### src/rtl/constraint_pkg.sv
// constraint_pkg: shared types and constants for the constraint sampler slice
package constraint_pkg;

    typedef enum logic [1:0] {
        IDLE    = 2'd0,
        PROPOSE = 2'd1,
        HOLD    = 2'd2,
        FAIL    = 2'd3
    } state_t;

    localparam int LFSR_WIDTH = 29;

    // Taps of x^29 + x^27 + 1 for a right-shifting Galois LFSR
    localparam logic [LFSR_WIDTH-1:0] TAPMASK = 29'h1400_0000;

    localparam logic [LFSR_WIDTH-1:0] DEF_SEED = 29'h1ABC_DEF1;

endpackage

### src/rtl/lfsr29_galois.sv
// lfsr29_galois: 29-bit right-shifting Galois LFSR that can never hold zero
module lfsr29_galois
    import constraint_pkg::*;
#(
    parameter logic [LFSR_WIDTH-1:0] SEED = DEF_SEED
) (
    input  logic                  clk,
    input  logic                  rst_n,
    input  logic                  load,
    input  logic [LFSR_WIDTH-1:0] load_val,
    input  logic                  adv,
    output logic [LFSR_WIDTH-1:0] q
);

    // Load wins over advance; a zero load is replaced by SEED so the register stays nonzero
    always_ff @(posedge clk or negedge rst_n) begin
        if (!rst_n)
            q <= SEED;
        else if (load)
            q <= (load_val == '0) ? SEED : load_val;
        else if (adv)
            q <= (q >> 1) ^ (q[0] ? TAPMASK : '0);
    end

endmodule

### src/rtl/constraint_sampler.sv
// constraint_sampler: proposes LFSR candidates until the checker accepts or the try budget runs out
module constraint_sampler
    import constraint_pkg::*;
#(
    parameter int                    WIDTH     = 29,
    parameter int                    MAX_TRIES = 16,
    parameter logic [WIDTH-1:0]      SEED      = DEF_SEED
) (
    input  logic             clk,
    input  logic             rst_n,
    input  logic             start,
    input  logic             seed_load,
    input  logic [WIDTH-1:0] seed,
    output logic [WIDTH-1:0] cand,
    input  logic             cand_ok,
    output logic             sol_valid,
    input  logic             sol_ready,
    output logic [WIDTH-1:0] sol_data,
    output logic             busy,
    output logic             fail,
    output logic [15:0]      tries
);

    state_t state;
    logic   idle;
    logic   last;

    assign idle = (state == IDLE);
    assign last = (17'(tries) + 17'd1) == 17'(MAX_TRIES);

    lfsr29_galois #(.SEED(SEED)) u_lfsr (
        .clk      (clk),
        .rst_n    (rst_n),
        .load     (idle && seed_load),
        .load_val (seed),
        .adv      (state == PROPOSE),
        .q        (cand)
    );

    // Request FSM with try counter and captured solution
    always_ff @(posedge clk or negedge rst_n) begin
        if (!rst_n) begin
            state    <= IDLE;
            tries    <= '0;
            sol_data <= '0;
        end else begin
            case (state)
                IDLE: if (start) begin
                    state <= PROPOSE;
                    tries <= '0;
                end
                PROPOSE: begin
                    tries <= tries + 16'd1;
                    if (cand_ok) begin
                        sol_data <= cand;
                        state    <= HOLD;
                    end else if (last) begin
                        state <= FAIL;
                    end
                end
                HOLD: if (sol_ready) state <= IDLE;
                FAIL: state <= IDLE;
            endcase
        end
    end

    assign sol_valid = (state == HOLD);
    assign fail      = (state == FAIL);
    assign busy      = !idle;

endmodule

### config.mk
export PLATFORM = sky130hd
export DESIGN_NAME = constraint_sampler
export DESIGN_NICKNAME = d
export VERILOG_FILES = /design/src/rtl/constraint_pkg.sv /design/src/rtl/lfsr29_galois.sv /design/src/rtl/constraint_sampler.sv
export SDC_FILE = /design/constraint.sdc
export NUM_CORES = 1
export LEC_CHECK = 0
export BUFFER_PORTS_ARGS = -buffer_cell sky130_fd_sc_hd__buf_2
export CORE_MARGIN = 2
export CORE_UTILIZATION = 25
export DETAILED_ROUTE_END_ITERATION = 7
export SYNTH_ARGS = -nofsm -noshare
export SYNTH_HDL_FRONTEND = slang
export SYNTH_HIERARCHICAL = 1
export SYNTH_SLANG_ARGS = --single-unit
### constraint.sdc
create_clock -name clk -period 6.4 [get_ports clk]
set_clock_uncertainty 0.05 [all_clocks]
set_input_delay 0 -clock clk [delete_from_list [all_inputs] [get_ports clk]]
set_output_delay 0 -clock clk [all_outputs]
set_load 0.03 [all_outputs]
* After elaboration in Yosys (flattened, before gate mapping)
Index checks and enable logic that the tools add are counted.
** Storage, ports and cells
- Register bits after elaboration :: 76
- Bits of input ports :: 35
- Output and inout port bits :: 77
- Logic and storage cells :: 34
** Cells by class
- Add/subtract/negate cells :: 2
- Eq/ne operators :: 7
- Mux-type cells :: 11
- Bitwise gates (word level) :: 1
- Reduce and logical (&&, ||, !) cells :: 9
** Operators with widths (count)
- 29-bit two-way mux :: 4
- 16-bit one-hot mux with 2 select lines :: 1
- 29-bit logical NOT :: 1
- 28-bit by 29-bit bitwise XOR with 29-bit output :: 1
- 16-bit by 1-bit adder with 17-bit output (second input constant) :: 1
- 17-bit by 5-bit == test with 1-bit output (second input constant) :: 1
- 16-bit by 1-bit adder with 16-bit output (second input constant) :: 1
- 16-bit two-way mux :: 1
- 2-bit two-way mux :: 4
- 2-bit one-hot mux with 4 select lines :: 1
- 2-bit == test (second input constant) :: 2
- 2-bit AND reduction :: 2
- 2-bit nonzero test :: 2
- 3-bit != test (second input constant) :: 1
- 3-bit AND reduction :: 1
- 2-bit by 1-bit == test with 1-bit output (second input constant) :: 1
- 2-bit logical NOT :: 1
- 2-bit by 1-bit != test with 1-bit output (second input constant) :: 1
- 2-bit != test (second input constant) :: 1
- 1-bit logical AND :: 1
- 1-bit logical NOT :: 1

* Logic depth before layout (Yosys ltp)
- Word-level depth :: 5
- Mapped depth :: 8
- Depth with buffers taken out :: 7

* Modules after synthesis
Netlist, hierarchy kept.
** By module, submodules not included
- constraint_sampler :: instances 1, cells an instance 206, area each 2264.7 um2, seq. area each 1176.1 um2
- lfsr29_galois :: instances 1, cells an instance 159, area each 1574.0 um2, seq. area each 749.5 um2

* Worst setup path after synthesis
Ideal clock, no wire load.
- Path type :: flip-flop to flip-flop
- Start :: register tries[0]
- End :: register state[1]
- Library setup time :: 0.076 ns
- Arrival time :: 2.233 ns
- Data required time :: 6.274 ns
- Slack :: 4.040 ns
- Cell stages (with the launch flop) :: 8
- Path buffers :: 0
- Period minus slack after synthesis :: 2.360 ns
- Cell sequence :: dfrtp_1 ha_1 nand3_2 nor4_1 xnor2_1 o21ai_0 or4_1 o21ai_1
** Between the ends
- Longest elaborated chain between the ends :: 4
** Ends and longest elaborated chain
- start: declaration :: line constraint_sampler.sv:21 : output logic [15:0] tries
- start signal: assignment :: line constraint_sampler.sv:53 : tries <= tries + 16'd1;
- 16-bit by 1-bit adder with 17-bit output :: line constraint_sampler.sv:29 : assign last = (17'(tries) + 17'd1) == 17'(MAX_TRIES);
- 17-bit by 5-bit == test with 1-bit output :: line constraint_sampler.sv:29
- 3-bit != test (no source line)
- 3-bit AND reduction (no source line)
- end signal: assignment :: line constraint_sampler.sv:43 : state <= IDLE;
- end signal: assignment :: line constraint_sampler.sv:49 : state <= PROPOSE;
- end signal: assignment :: line constraint_sampler.sv:56 : state <= HOLD;
- end: declaration :: line constraint_sampler.sv:24 : state_t state;
No other way between the ends.
A chain may end at the register's enable or synchronous reset.

* Final worst setup path
- Start :: register state[1]
- End :: register state[1]
** Between the ends
- Longest elaborated chain between the ends :: 3
- Elaborated cells on any way between the ends :: 9
- Those cells by class :: eq/ne (6); mux (1); reduce/logical (2)
** Ends and longest elaborated chain
- 2-bit by 1-bit == test with 1-bit output, or another cell as far along :: line constraint_sampler.sv:47 : case (state)
- 3-bit != test (no source line), or another cell as far along
- 3-bit AND reduction (no source line)
Several ways; a longest one is shown, not always the timed one.

==> impl_summary.txt <==
----------------------------------------------------
[Timing]
  Pins Over Slew Limit ... 0
  Number of failing hold endpoints at the final stage ... 0
  Unrepaired setup endpoints after global routing ... no
  Post-route setup slack ... 3.46 ns
  Peak clock frequency supported by timing ... 340 MHz
  # setup viols final ... 0
  Final worst path period share ... 45.9%
  Remaining max-slew budget at the tightest pin ... 25.6%
  Worst Max-Slew Pin Slew ... 1.11 ns
  Final Hold Slack ... 0.293 ns
  Setup total negative slack ... 0 ns
  Final Critical Period ... 2.94 ns

[Clock network]
  Total setup buffers inserted after CTS ... 0
  Number of buffers created by CTS ... 9
  Resize count post-CTS ... 0
  H-tree level count ... 3
  CTS hold repair buffers ... 34
  Clock latency at the later pin of the worst-skew pair ... 0.34 ns
  CTS tree ... built
  Root buffer cell ... clkbuf_16
  Maximum buffer depth of the clock tree ... 2
  Clk sink count ... 76
  Reg clk slew, reported paths ... 0.06 ns

[Layout]
  Number of nets in the layout ... 536
  Area grow syn2layout ... 35.1%
  Share of post-route cells with drive strength above 1 ... 37.7%
  Number of cells in the finished layout apart from fillers ... 692
  Design area ... 5180 um^2
  Ant diodes ... 0

[Setup path]
  Critical path capture point type ... register
  Slowest cell on the critical path ... inv_2
  CP top delay family ... buffers and inverters
  R2R cell count ... 5
  Reg-to-Reg End ... state[1]$_DFFE_PN0P_
  Worst Path Buf+Inv ... 2
  First element of the critical path ... state[1]$_DFFE_PN0P_
  Maximum fanout along the worst path ... 62
  Flop2flop setup slack ... 3.46 ns
  Count of cell instances traversed by the critical path ... 5
  Longest individual stage delay on the worst path ... 1.01 ns
  Type of origin of the critical path ... register
  Crit path cell chain ... nand2b_1, inv_2, a22oi_1, dlygate4sd3_1, o21ai_1
  End of the critical path ... state[1]$_DFFE_PN0P_
  Critical Path RT ... 6.62 ns
  Kind of critical path ... reg2reg
  Startpoint of the lowest-slack register-to-register path ... state[1]$_DFFE_PN0P_
  Arrival time at the worst endpoint ... 3.16 ns

[Placement]
  Placed cells ... 642
  Total of buffers placed on input and output ports ... 111
  Post-placement setup slack ... 3.52 ns
  RePlAce Congestion ... 0.780
  Area after DPL ... 4550 um^2
  HPWL after DPL ... 7.04 mm

[Route]
  Routed WL ... 10.5 mm
  Average wire per standard cell ... 15.2 um
  Routed vias/inst ... 4.70
  Total number of vias ... 3,254
  Post-route DRC violation count ... 0
  Starting DRC count in detailed routing ... 179
  Post-route ant nets ... 0
  Number of search-and-repair iterations in the first detailed-routing pass ... 4

[Global route]
  Congestion Overflow GR ... 0
  Met3 Resource Use GR ... 3.88%
  GR met1 Demand/Resource ... 17.1%
  Vias in the first global route ... 3,291
  Antenna violations before repair ... 0
  Most used routing layer in global routing ... met2
  Global-route met2 utilization ... 22.1%
  Overall Global Routing Usage ... 13.4%
  First-pass GRT wire length ... 17.3 mm
  Pin count of the biggest net entering global routing ... 77

[Die]
  Effective utilization at floorplan ... 25.4%
  Core Area ... 15,100 um^2
  Die Ht ... 128 um
  Row count ... 45
  Die Width ... 128 um
  Die Footprint ... 16,400 um^2
  Boundary Pins ... 112

[Yosys]
  Number of storage elements in the synthesis netlist ... 76
  Sequential-to-total area share from yosys stat ... 50.2%
  Share of synthesized registers carrying an async set or reset ... 100%
  Yosys warning total ... 6
  Number of synthesized flops with an enable pin ... 0
  Netlist cell types ... 48
  Fraction of synthesized area in multiplexers ... 11.1%
  Cell Area, Synth ... 3840 um^2
  Fraction of the mapped netlist area in compound gates ... 15.7%
  Main combinational cell family by area after synthesis ... simple AND/OR/NAND/NOR gates
  Fraction of the mapped netlist area in simple logic gates ... 16.4%
  Synthesized net count ... 402
  Cell types occupying the most area after synthesis ... dfrtp_1 (37%), dfstp_2 (13%), mux2_2 (8.5%)
  Synth cell count leaders ... dfrtp_1 (57), mux2_2 (29), o21ai_0 (25), nand2_1 (24)
  Post-synth top area share ... 37.2%
  Gate count after technology mapping ... 365
  Primary FF master, synth ... dfrtp_1
  Cell accounting for the most synthesized area ... dfrtp_1
  Most used standard cell by instance count after synthesis ... dfrtp_1
  Share of the synthesized netlist area taken by xor and xnor gates ... 0.913%
  Synthesized area per cell ... 10.5 um^2
  Adder-cell share of the synthesized area ... 0.652%

[Hold path]
  Min-Delay Path Class ... in2async

[Flow run]
  Count of max-cap constraint violations ... 0

[Run status]
  Outcome ... finished clean

[Power]
  Pwr Density ... 489 nW/um^2
  Worst IR Drop VDD ... 0.000263 V
  Leakage dissipation ... 2.34 nW

----------------------------------------------------
==> metrics by stage <==
stage                     utilization (%)  power, W
after floorplan                         -   0.00167
after global placement               30.1   0.00199
after detailed placement             30.1   0.00202
after CTS                            34.4   0.00257
after global routing                 34.4   0.00270
final                                34.4   0.00253
==> logic make-up (layout without fill, tap and decap cells) <==
| logic type | after synthesis | after routing |
|---|---|---|
| compound gates | 97 | 97 |
| xor+xnor | 4 | 4 |
| fa+ha+maj | 2 | 2 |
| buf+inv | 47 | 186 |
| flops | 76 | 76 |
| mux | 39 | 39 |
| simple gates | 100 | 100 |
==> worst reg2reg max path: cells and delay by family (launching register included) <==
kind,cells,cell delay [ns]
buffers and inverters,2,1.61
and+or+nand+nor,1,0.52
DFF,1,0.41
AOI/OAI and AO/OA,2,0.27
==> area by class of cell <==
class / instances / area [um^2]
clock buffer: 13 / 250
clock inverter: 3 / 46.3
fill: 1563 / 9900
inverter: 23 / 86.3
multi-input combinational: 242 / 1730
sequential: 76 / 1930
tap: 188 / 235
timing repair buffer: 147 / 913
==> how the worst min path moves through the flow <==
| stage | end | slack [ns] | depth (start not counted) |
|---|---|---|---|
| after floorplan | sol_data[0]$_DFFE_PN0P_ | -0.35 | 0 |
| after global placement | tries[15]$_DFFE_PN0P_ | 0.15 | 1 |
| after detailed placement | tries[15]$_DFFE_PN0P_ | 0.18 | 1 |
| after CTS | tries[15]$_DFFE_PN0P_ | 0.35 | 2 |
| after global routing | tries[15]$_DFFE_PN0P_ | 0.38 | 2 |
| final | tries[14]$_DFFE_PN0P_ | 0.29 | 2 |
==> where the power goes <==
group / switching, W / internal [W]
clock: 0.000200 / 0.000315
sequential: 0.000169 / 0.000726
combinational: 0.000734 / 0.000391
==> per-layer routing <==
layer | part of all wire, % | vias up | routed length, um
met5 | 0 | - | 0
met4 | 1.9 | 0 | 199
met3 | 5.2 | 15 | 541
met2 | 48 | 101 | 5070
met1 | 45 | 1556 | 4680
li1 | - | 1582 | -
==> placed cells by master, fill, tap and decap left out, types with 16 or more instances in the layout <==
cell / Yosys / final
buf_2: 7 / 110
dfrtp_1: 57 / 57
dlygate4sd3_1: 0 / 34
mux2_2: 29 / 29
o21ai_0: 25 / 25
nand2_1: 24 / 24
a31oi_1: 23 / 23
inv_1: 23 / 22
nor2b_1: 20 / 20
a211oi_1: 20 / 20
dfstp_2: 19 / 19
nor2_1: 17 / 16
==> registers in the layout (all words and copies together), names as in the netlist <==
register / flops
sol_data: 29
u_lfsr/q: 29
state: 2
tries: 16
Note: power is estimated with default switching activity, not from simulation.
